File: src/rtl/watch_core.sv
// watch_core: time-of-day watch, stopwatch and countdown timer running side by
// side. A mode FSM picks which one drives the N_DIGITS seven-segment display.
// All fields are kept as BCD tens/units pairs, so the display never needs a
// binary-to-BCD conversion.
module watch_core #(
    parameter int CLK_HZ   = 50_000_000,
    parameter int TICK_HZ  = 100,
    parameter int N_DIGITS = 4
) (
    input  logic                  clk,
    input  logic                  rst_n,
    input  logic                  key_short_1,
    input  logic                  key_long_1,
    input  logic                  key_short_2,
    input  logic                  key_long_2,
    output logic [7*N_DIGITS-1:0] hex,
    output logic [1:0]            mode,
    output logic                  alarm,
    output logic                  sw_running
);

    localparam bit SIX    = (N_DIGITS == 6);
    localparam int SW_DIV = CLK_HZ / TICK_HZ;
    localparam int WW     = (CLK_HZ > 1) ? $clog2(CLK_HZ) : 1;
    localparam int SWW    = (SW_DIV > 1) ? $clog2(SW_DIV) : 1;
    localparam int DW     = 4 * N_DIGITS;

    localparam logic [WW-1:0]  W_MAX  = WW'(CLK_HZ - 1);
    localparam logic [SWW-1:0] S_MAX  = SWW'(SW_DIV - 1);
    // Largest stopwatch fraction, as BCD tens/units
    localparam logic [7:0]     F_MAX  = {4'((TICK_HZ - 1) / 10), 4'((TICK_HZ - 1) % 10)};
    // Timer minutes run to 99 when hours are not displayed
    localparam logic [7:0]     T_MMAX = SIX ? 8'h59 : 8'h99;

    typedef enum logic [1:0] {M_WATCH = 2'd0, M_STOP = 2'd1, M_TIMER = 2'd2} mode_e;
    typedef enum logic [1:0] {T_IDLE = 2'd0, T_RUN = 2'd1, T_PAUSE = 2'd2, T_DONE = 2'd3} tstate_e;

    // BCD pair increment with wrap to zero after max
    function automatic logic [7:0] bcd_inc(input logic [7:0] v, input logic [7:0] max);
        logic [7:0] r;
        if (v == max)             r = 8'h00;
        else if (v[3:0] == 4'd9)  r = {v[7:4] + 4'd1, 4'd0};
        else                      r = {v[7:4], v[3:0] + 4'd1};
        return r;
    endfunction

    // BCD pair decrement with wrap from zero to max
    function automatic logic [7:0] bcd_dec(input logic [7:0] v, input logic [7:0] max);
        logic [7:0] r;
        if (v == 8'h00)           r = max;
        else if (v[3:0] == 4'd0)  r = {v[7:4] - 4'd1, 4'd9};
        else                      r = {v[7:4], v[3:0] - 4'd1};
        return r;
    endfunction

    // Active-low segments, bit0 = a .. bit6 = g; non-decimal codes blank
    function automatic logic [6:0] seg7(input logic [3:0] d);
        logic [6:0] s;
        case (d)
            4'd0: s = 7'b1000000;
            4'd1: s = 7'b1111001;
            4'd2: s = 7'b0100100;
            4'd3: s = 7'b0110000;
            4'd4: s = 7'b0011001;
            4'd5: s = 7'b0010010;
            4'd6: s = 7'b0000010;
            4'd7: s = 7'b1111000;
            4'd8: s = 7'b0000000;
            4'd9: s = 7'b0010000;
            default: s = 7'b1111111;
        endcase
        return s;
    endfunction

    mode_e   mode_q, mode_d;
    tstate_e t_st_q, t_st_d;

    logic [WW-1:0]  w_pre_q, w_pre_d;
    logic [7:0]     w_s_q, w_s_d, w_m_q, w_m_d, w_h_q, w_h_d;

    logic [SWW-1:0] s_pre_q, s_pre_d;
    logic [7:0]     s_f_q, s_f_d, s_s_q, s_s_d, s_m_q, s_m_d;
    logic           s_run_q, s_run_d;

    logic [WW-1:0]  t_pre_q, t_pre_d;
    logic [7:0]     p_m_q, p_m_d, p_h_q, p_h_d;
    logic [7:0]     r_s_q, r_s_d, r_m_q, r_m_d, r_h_q, r_h_d;
    logic           alarm_q, alarm_d;

    logic [7*N_DIGITS-1:0] hex_q, hex_d;

    // key_long_2 has no function in any mode
    logic unused_long_2;
    assign unused_long_2 = key_long_2;

    // A long press swallows any short press; two shorts together cancel
    logic ev_l1, ev_s1, ev_s2;
    assign ev_l1 = key_long_1;
    assign ev_s1 = key_short_1 & ~key_short_2 & ~key_long_1;
    assign ev_s2 = key_short_2 & ~key_short_1 & ~key_long_1;

    logic in_w, in_s, in_t;
    assign in_w = (mode_q == M_WATCH);
    assign in_s = (mode_q == M_STOP);
    assign in_t = (mode_q == M_TIMER);

    // Mode FSM: long press of key 1 cycles WATCH -> STOPWATCH -> TIMER
    always_comb begin
        mode_d = mode_q;
        if (ev_l1) begin
            case (mode_q)
                M_WATCH: mode_d = M_STOP;
                M_STOP:  mode_d = M_TIMER;
                default: mode_d = M_WATCH;
            endcase
        end
    end

    // Watch: one-second prescaler, HH:MM:SS carry chain, hour/minute setting
    always_comb begin
        w_s_d   = w_s_q;
        w_m_d   = w_m_q;
        w_h_d   = w_h_q;
        w_pre_d = w_pre_q + WW'(1);
        if (w_pre_q == W_MAX) begin
            w_pre_d = '0;
            w_s_d   = bcd_inc(w_s_q, 8'h59);
            if (w_s_q == 8'h59) begin
                w_m_d = bcd_inc(w_m_q, 8'h59);
                if (w_m_q == 8'h59) w_h_d = bcd_inc(w_h_q, 8'h23);
            end
        end
        if (in_w && ev_s1) begin
            w_h_d = bcd_inc(w_h_q, 8'h23);
        end else if (in_w && ev_s2) begin
            // Setting minutes restarts the current minute from :00
            w_m_d   = bcd_inc(w_m_q, 8'h59);
            w_h_d   = w_h_q;
            w_s_d   = 8'h00;
            w_pre_d = '0;
        end
    end

    // Stopwatch: sub-second prescaler, fraction/seconds/minutes, start/stop/clear
    always_comb begin
        s_run_d = s_run_q;
        s_pre_d = s_pre_q;
        s_f_d   = s_f_q;
        s_s_d   = s_s_q;
        s_m_d   = s_m_q;
        if (s_run_q) begin
            if (s_pre_q == S_MAX) begin
                s_pre_d = '0;
                s_f_d   = bcd_inc(s_f_q, F_MAX);
                if (s_f_q == F_MAX) begin
                    s_s_d = bcd_inc(s_s_q, 8'h59);
                    // Minutes are only kept when they are shown
                    if (SIX && s_s_q == 8'h59) s_m_d = bcd_inc(s_m_q, 8'h59);
                end
            end else begin
                s_pre_d = s_pre_q + SWW'(1);
            end
        end
        if (in_s && ev_s2) begin
            s_run_d = ~s_run_q;
            // Starting restarts the prescaler so the first sub-tick is a full period away
            if (!s_run_q) s_pre_d = '0;
        end else if (in_s && ev_s1 && !s_run_q) begin
            s_pre_d = '0;
            s_f_d   = 8'h00;
            s_s_d   = 8'h00;
            s_m_d   = 8'h00;
        end
    end

    // Timer FSM: preset editing, countdown, pause and sticky alarm
    always_comb begin
        t_st_d  = t_st_q;
        t_pre_d = t_pre_q;
        p_m_d   = p_m_q;
        p_h_d   = p_h_q;
        r_s_d   = r_s_q;
        r_m_d   = r_m_q;
        r_h_d   = r_h_q;
        alarm_d = alarm_q;
        case (t_st_q)
            T_IDLE: begin
                if (in_t && ev_s1) begin
                    p_m_d = bcd_inc(p_m_q, T_MMAX);
                    if (SIX && p_m_q == 8'h59) p_h_d = bcd_inc(p_h_q, 8'h23);
                end else if (in_t && ev_s2 && (p_m_q != 8'h00 || p_h_q != 8'h00)) begin
                    r_h_d   = p_h_q;
                    r_m_d   = p_m_q;
                    r_s_d   = 8'h00;
                    t_pre_d = '0;
                    t_st_d  = T_RUN;
                end
            end
            T_RUN: begin
                if (in_t && ev_s2) begin
                    t_st_d = T_PAUSE;
                end else if (t_pre_q == W_MAX) begin
                    t_pre_d = '0;
                    if ({r_h_q, r_m_q, r_s_q} == 24'h000001) begin
                        r_s_d   = 8'h00;
                        t_st_d  = T_DONE;
                        alarm_d = 1'b1;
                    end else begin
                        r_s_d = bcd_dec(r_s_q, 8'h59);
                        if (r_s_q == 8'h00) begin
                            r_m_d = bcd_dec(r_m_q, T_MMAX);
                            if (SIX && r_m_q == 8'h00) r_h_d = bcd_dec(r_h_q, 8'h23);
                        end
                    end
                end else begin
                    t_pre_d = t_pre_q + WW'(1);
                end
            end
            T_PAUSE: begin
                if (in_t && ev_s2) begin
                    t_st_d = T_RUN;
                end else if (in_t && ev_s1) begin
                    t_st_d = T_IDLE;
                    r_s_d  = 8'h00;
                    r_m_d  = 8'h00;
                    r_h_d  = 8'h00;
                end
            end
            default: begin
                if (in_t && (ev_s1 || ev_s2)) begin
                    t_st_d  = T_IDLE;
                    alarm_d = 1'b0;
                end
            end
        endcase
    end

    // Display mux: pick the active function's digits and decode each one
    logic [23:0]   w_word, s_word, t_word, sel_word;
    logic [DW-1:0] disp;
    always_comb begin
        w_word = SIX ? {w_h_q, w_m_q, w_s_q} : {8'h00, w_h_q, w_m_q};
        s_word = SIX ? {s_m_q, s_s_q, s_f_q} : {8'h00, s_s_q, s_f_q};
        if (t_st_q == T_IDLE) t_word = SIX ? {p_h_q, p_m_q, 8'h00} : {8'h00, p_m_q, 8'h00};
        else                  t_word = SIX ? {r_h_q, r_m_q, r_s_q} : {8'h00, r_m_q, r_s_q};
        case (mode_q)
            M_STOP:  sel_word = s_word;
            M_TIMER: sel_word = t_word;
            default: sel_word = w_word;
        endcase
        disp  = DW'(sel_word);
        hex_d = '0;
        for (int i = 0; i < N_DIGITS; i++) begin
            hex_d[7*i +: 7] = seg7(disp[4*i +: 4]);
        end
    end

    // State and output registers
    always_ff @(posedge clk or negedge rst_n) begin
        if (!rst_n) begin
            mode_q  <= M_WATCH;
            w_pre_q <= '0;
            w_s_q   <= 8'h00;
            w_m_q   <= 8'h00;
            w_h_q   <= 8'h00;
            s_pre_q <= '0;
            s_f_q   <= 8'h00;
            s_s_q   <= 8'h00;
            s_m_q   <= 8'h00;
            s_run_q <= 1'b0;
            t_st_q  <= T_IDLE;
            t_pre_q <= '0;
            p_m_q   <= 8'h01;
            p_h_q   <= 8'h00;
            r_s_q   <= 8'h00;
            r_m_q   <= 8'h00;
            r_h_q   <= 8'h00;
            alarm_q <= 1'b0;
            hex_q   <= {N_DIGITS{7'b1000000}};
        end else begin
            mode_q  <= mode_d;
            w_pre_q <= w_pre_d;
            w_s_q   <= w_s_d;
            w_m_q   <= w_m_d;
            w_h_q   <= w_h_d;
            s_pre_q <= s_pre_d;
            s_f_q   <= s_f_d;
            s_s_q   <= s_s_d;
            s_m_q   <= s_m_d;
            s_run_q <= s_run_d;
            t_st_q  <= t_st_d;
            t_pre_q <= t_pre_d;
            p_m_q   <= p_m_d;
            p_h_q   <= p_h_d;
            r_s_q   <= r_s_d;
            r_m_q   <= r_m_d;
            r_h_q   <= r_h_d;
            alarm_q <= alarm_d;
            hex_q   <= hex_d;
        end
    end

    assign hex        = hex_q;
    assign mode       = mode_q;
    assign alarm      = alarm_q;
    assign sw_running = s_run_q;

endmodule

File: config.mk
export PLATFORM = sky130hd
export DESIGN_NAME = watch_core
export DESIGN_NICKNAME = d
export VERILOG_FILES = /design/src/rtl/watch_core.sv
export SDC_FILE = /design/constraint.sdc
export NUM_CORES = 1
export LEC_CHECK = 0
export CAP_MARGIN = 0
export CELL_PAD_IN_SITES_DETAIL_PLACEMENT = 0
export CELL_PAD_IN_SITES_GLOBAL_PLACEMENT = 1
export CORE_ASPECT_RATIO = 1.4
export CORE_MARGIN = 1.5
export CORE_UTILIZATION = 25
export CTS_CLUSTER_DIAMETER = 120
export DETAILED_ROUTE_END_ITERATION = 6
export GPL_ROUTABILITY_DRIVEN = 0
export GPL_TIMING_DRIVEN = 0
export PLACE_DENSITY_LB_ADDON = 0.1
export SLEW_MARGIN = 20
export SYNTH_ARGS = -nofsm -noshare
export SYNTH_HDL_FRONTEND = slang
export SYNTH_SLANG_ARGS = --single-unit
File: constraint.sdc
create_clock -name clk -period 6.5 [get_ports clk]
set_clock_uncertainty 0.15 [all_clocks]
set_input_delay 0.975 -clock clk [delete_from_list [all_inputs] [get_ports clk]]
set_output_delay 0.975 -clock clk [all_outputs]
set_load 0.005 [all_outputs]
==> run metrics, run 1 <==
status completed; CP Capture Type register; Synth Warn # 0; post-route ant nets 0; startpoint types input pin; full die area 40,500 um2; Root Buffer clkbuf_16; ant diodes 0; DRC 0; Skew-Pair Late Insertion Delay 460 ps; data required time of the worst path 6670 ps; area added between synthesis and finish 17.3%; GRT Total Usage 14.9%; CP arrival 3780 ps; delay-heaviest family, CP simple AND/OR/NAND/NOR gates; Primary FF master, synth dfrtp_1; GRT Residual Overflow 0; Synth Cell Area 9820 um2; die width 171 um; Post-synth EDFFs 0; vias in the first global route 8,135; Synth async-reset ratio 100%; post-synthesis cell type count 75; Final HPWL DP 20,800 um; largest net degree at the start of global routing 70; most common cell after layout, fill and taps aside dfrtp_1; Seq/Total Area, Yosys 43.1%; Net Count, Synth 1,151; clk slew on worst S/H paths 70 ps; cts repair resizes 0; Rel. slew slack 38.6%; Crit path buffers/inverters 3; antenna violations before repair 0; Slew @ Worst Pin 918 ps; CTS tree yes; slowest cell delay on critical path 820 ps; RSZ-0062 raised after global routing no; H-tree lvl count 4; clock tree buffer depth 2; leak pwr 0.00495 uW; TritonCTS buffer count 17; Max Fclk 277 MHz; final instance area 11,500 um2; initial drt markers 306; die height 238 um; number of synthesized register bits 169; critical path class input pin to register; peak supply drop 0.000199 V; initial core utilization 25.4%; Synth Instances 1,089; row cnt 85; Tmin final 3610 ps; share of the synthesized area in the top cell type 41.8%; CP max FO 10; Core ar. 38,600 um2; via-per-instance ratio 4.73; final net count 1,209; largest cells by area after synthesis dfrtp_1, ha_1, nor2_1; most frequent cells in the layout dfrtp_1, nor2_1, nand2_1, o21ai_0; layout cells sized above 1 7.07%; Pwr Density 454 nW/um2; fin crit share 55.6%; hold crit path type input pin to asynchronous set/reset pin; post-CTS setup buffer count 0; Vias 7,953; critical path, cell by cell clkdlybuf4s50_1 -> clkbuf_1 -> nor3b_1 -> nor3b_1 -> clkbuf_1 -> nor2_1; hold_buf cts 0; first-pass GRT wire length 46,300 um; Final Hold Fails 0; Final Max Tran Viols 0; Total Routed Length 28,500 um; Sink Count 169; drt pass-1 iters 4; Avg Cell Area, Syn 9.02 um2; Final Power 5230 uW; final setup fails 0; WL/cell 16.9 um; maxcap violations 0; Port Buffer Count 36; I/O pin count 38; CP max-delay cell nor3b_1; Setup TNS Final 0 ps; Area after DPL 10,900 um2; Synth area leader dfrtp_1
-- layout make-up --
type | count | area (um2)
fill | 4113 | 27100
clock buffer | 21 | 460
multi-input combinational | 831 | 5250
clock inverter | 11 | 148
tap | 522 | 653
buffer | 40 | 165
timing repair buffer | 39 | 425
sequential | 169 | 4240
inverter | 49 | 184
-- through the flow --
| step | setup slack [ps] | std cells | hold WS (ps) | util [%] |
|---|---|---|---|---|
| detailed placement | 2320 | 1650 | 314 | 28.3 |
| floorplan | 3650 | 1089 | 290 | - |
| global placement | -3820 | 1647 | 309 | 28.1 |
| CTS | 2820 | 1682 | 250 | 29.8 |
| global route | 2590 | 1682 | 273 | 29.9 |
| finish | 2890 | 1682 | 260 | 29.9 |
-- flip-flops by register name (all words and copies together) (netlist names), 8 cells and up --
signal,flops
r_m_q,8
w_s_q,8
hex,28
r_s_q,8
s_f_q,8
w_h_q,8
t_pre_q,26
p_m_q,8
w_pre_q,26
s_s_q,8
s_pre_q,19
w_m_q,8
-- synth_stat cells, types with 10 or more instances --
| cell type | count |
|---|---|
| nand4_1 | 19 |
| xnor2_1 | 12 |
| nor3_1 | 22 |
| nand2_1 | 103 |
| o31ai_1 | 18 |
| xor2_1 | 37 |
| ha_1 | 56 |
| a21oi_1 | 56 |
| nor2_1 | 141 |
| nand3b_1 | 10 |
| or3_1 | 13 |
| a31oi_1 | 16 |
| nand3_1 | 50 |
| a21o_1 | 14 |
| mux2_2 | 12 |
| nor4_1 | 12 |
| a22oi_1 | 10 |
| mux2i_1 | 19 |
| o21ai_0 | 75 |
| inv_1 | 49 |
| and3_1 | 18 |
| dfrtp_1 | 164 |
| clkbuf_1 | 31 |
-- layer usage --
| layer | global-route usage (%) | part of all wire (%) | up-vias |
|---|---|---|---|
| li1 | - | - | 3991 |
| met1 | 17.8 | 44 | 3872 |
| met2 | 26.7 | 52 | 66 |
| met3 | 2.46 | 1.7 | 24 |
| met4 | 5.31 | 2.0 | 0 |
| met5 | 0 | 0 | - |
-- final timing paths --
kind	startpoint	to	slack, ps	cells past startpoint
max	key_long_1	s_f_q[6]	2890	6
min	rst_n	t_pre_q[11]	260	1
max reg2reg	t_st_q[1]	r_m_q[5]	3000	8
min reg2reg	t_pre_q[22]	t_pre_q[22]	320	1
max in group asynchronous	rst_n	hex[27]	5200	2
min in group clk	t_pre_q[22]	t_pre_q[22]	320	1
-- power by group --
part | total [uW] | switching [uW] | internal (uW)
combinational | 2470 | 1500 | 968
clock | 1100 | 470 | 626
sequential | 1670 | 302 | 1370
-- cells by family (layout without fill, tap and decap cells) --
group | count (synthesis) | after routing | synth area share [%]
AOI/OAI and AO/OA | 241 | 241 | 15.3
buffers and inverters | 89 | 160 | 3.55
xor gates and xnor gates | 49 | 49 | 4.37
and+or+nand+nor | 454 | 454 | 23.2
DFF | 169 | 169 | 43.1
muxes | 31 | 31 | 3.31
adders and majority gates | 56 | 56 | 7.13
Power figures use the tool's default switching activity.
==> run 2: changes to the inputs <==
==> constraint.sdc (replaced) <==
create_clock -name clk -period 2.89 [get_ports clk]
set_clock_uncertainty 0.15 [all_clocks]
set_input_delay 0.4335 -clock clk [delete_from_list [all_inputs] [get_ports clk]]
set_output_delay 0.4335 -clock clk [all_outputs]
set_load 0.005 [all_outputs]
==> run 2 against run 1 <==
Routed wire length increased by 0.45%. Via count rose by 0.94%. Combinational power up 140%. Flip-flop and latch count unchanged. Clock power grew 120%. Die area unchanged. Utilization is 0.75 points higher. Final cell count is essentially flat. Global-route usage is essentially flat. Register-to-register slack got worse by 2900 ps. Clock-buffer cell count did not move.
==> run metrics, run 2 (same netlist as run 1, synthesis figures left out) <==
CP max-delay cell dfrtp_1; Crit path buffers/inverters 3; most common cell after layout, fill and taps aside dfrtp_1; Port Buffer Count 36; final setup fails 0; layout cells sized above 1 12.1%; leak pwr 0.00509 uW; Rel. slew slack 44.5%; most frequent cells in the layout dfrtp_1, nor2_1, nand2_1, o21ai_0, a21oi_1; Core ar. 38,600 um2; Max Fclk 361 MHz; CTS tree yes; full die area 40,500 um2; initial core utilization 25.4%; sw power 5260 uW; area added between synthesis and finish 20.2%; fin crit share 96.0%; GRT Total Usage 15.0%; critical path, cell by cell inv_1 -> ha_2 -> buf_6 -> mux2i_1 -> o221ai_1 -> o21ai_2 -> inv_1 -> ha_1 -> mux2_2 -> nor2_1 -> a31oi_1; CP max FO 10; largest net degree at the start of global routing 70; post-route ant nets 0; max reg flops 28; Reg2Reg Depth 11; dpl cells 1,650; hold crit path type input pin to asynchronous set/reset pin; Storage cell area 4240 um2; clock share of power 20.1%; Root Buffer clkbuf_16; Comb power frac 48.9%; multi-input logic area 5460 um2; I/O pin count 38; Pwr Density 1030 nW/um2; clock tree buffer depth 2; delay-heaviest family, CP multiplexers; worst setup slack after layout 116 ps; Total Routed Length 28,600 um; Critical Path Stages 11; RSZ-0062 raised after global routing yes; vias in the first global route 8,153; switching share of power 43.1%; data required time of the worst path 3100 ps; Skew-Pair Late Insertion Delay 460 ps; crit-path most repeated cell inv_1; via-per-instance ratio 4.77; GRT Residual Overflow 0; status completed; die height 238 um; H-tree lvl count 4; Reg power frac 31.0%; DRC 0; Finished Layout Cells 1,683; row cnt 85; TritonCTS buffer count 17; first-pass GRT wire length 46,400 um; Slew @ Worst Pin 832 ps; antenna violations before repair 0; drt pass-1 iters 4; WL/cell 17.0 um; P_int 6950 uW; critical path class register to register; Final HPWL DP 20,800 um; final net count 1,210; Final Max Tran Viols 0; ant diodes 0; die width 171 um; startpoint types register; maxcap violations 0; CP Capture Type register; # fillers 4,061; CP arrival 2980 ps; clk slew on worst S/H paths 70 ps; Final Hold Fails 0; slowest cell delay on critical path 450 ps; peak supply drop 0.000449 V; Tmin final 2770 ps; dpl ws -753 ps; Vias 8,028; initial drt markers 307; Sink Count 169
run 2: final cells by class:
class	instances	area share (%)
Clock inverter	11	1.25
Sequential cell	169	35.9
Inverter	49	1.56
Buffer	30	1.40
Timing Repair Buffer	50	4.32
Clock buffer	21	3.90
Tap cell	522	5.53
Multi-Input combinational cell	831	46.2
run 2: what timing repair did:
item | CTS | global route
hold buffers | 1 | 0
pin swaps | 5 | 5
hold endpoints to repair | 39 | 0
buffers inserted | 5 | 5
setup endpoints to repair | 105 | 64
resized for setup | 37 | 36
run 2: per-stage QoR:
step                      setup TNS, ps  power, uW  hold slack (ps)  area (um2)  util (%)
final                                 0      12200              312       11800      30.6
after detailed placement         -54900       9440              217       10900      28.3
after CTS                             0      12300              304       11700      30.2
after global routing              -47.0      13300              334       11800      30.6
after floorplan                       0       7330            -12.1        9820         -
after global placement         -1219240       9450              309       10800      28.1
run 2: power by group through the flow:
stage	clock, uW	combinational [uW]	sequential [uW]
after floorplan	0	3730	3600
after global placement	0	5640	3800
after detailed placement	0	5640	3800
after CTS	2580	5900	3790
after global routing	2640	6780	3900
final	2460	5970	3780
run 2: layer usage:
layer	part of all wire [%]	global-route usage, %	up-vias	wire, um
li1	-	-	4007	-
met5	0	0	-	0
met1	44	17.8	3934	12500
met3	1.6	2.60	29	463
met4	2.6	5.93	0	744
met2	52	26.5	58	14900
run 2: worst paths after layout:
check	slack (ps)	end	start
min in group clk	320	t_pre_q[22]	t_pre_q[22]
worst min-delay path	310	t_pre_q[11]	rst_n
worst max-delay path	120	hex[20]	t_st_q[0]
max in group asynchronous	1540	hex[27]	rst_n
worst min register to register	320	t_pre_q[22]	t_pre_q[22]
worst max register to register	120	hex[20]	t_st_q[0]
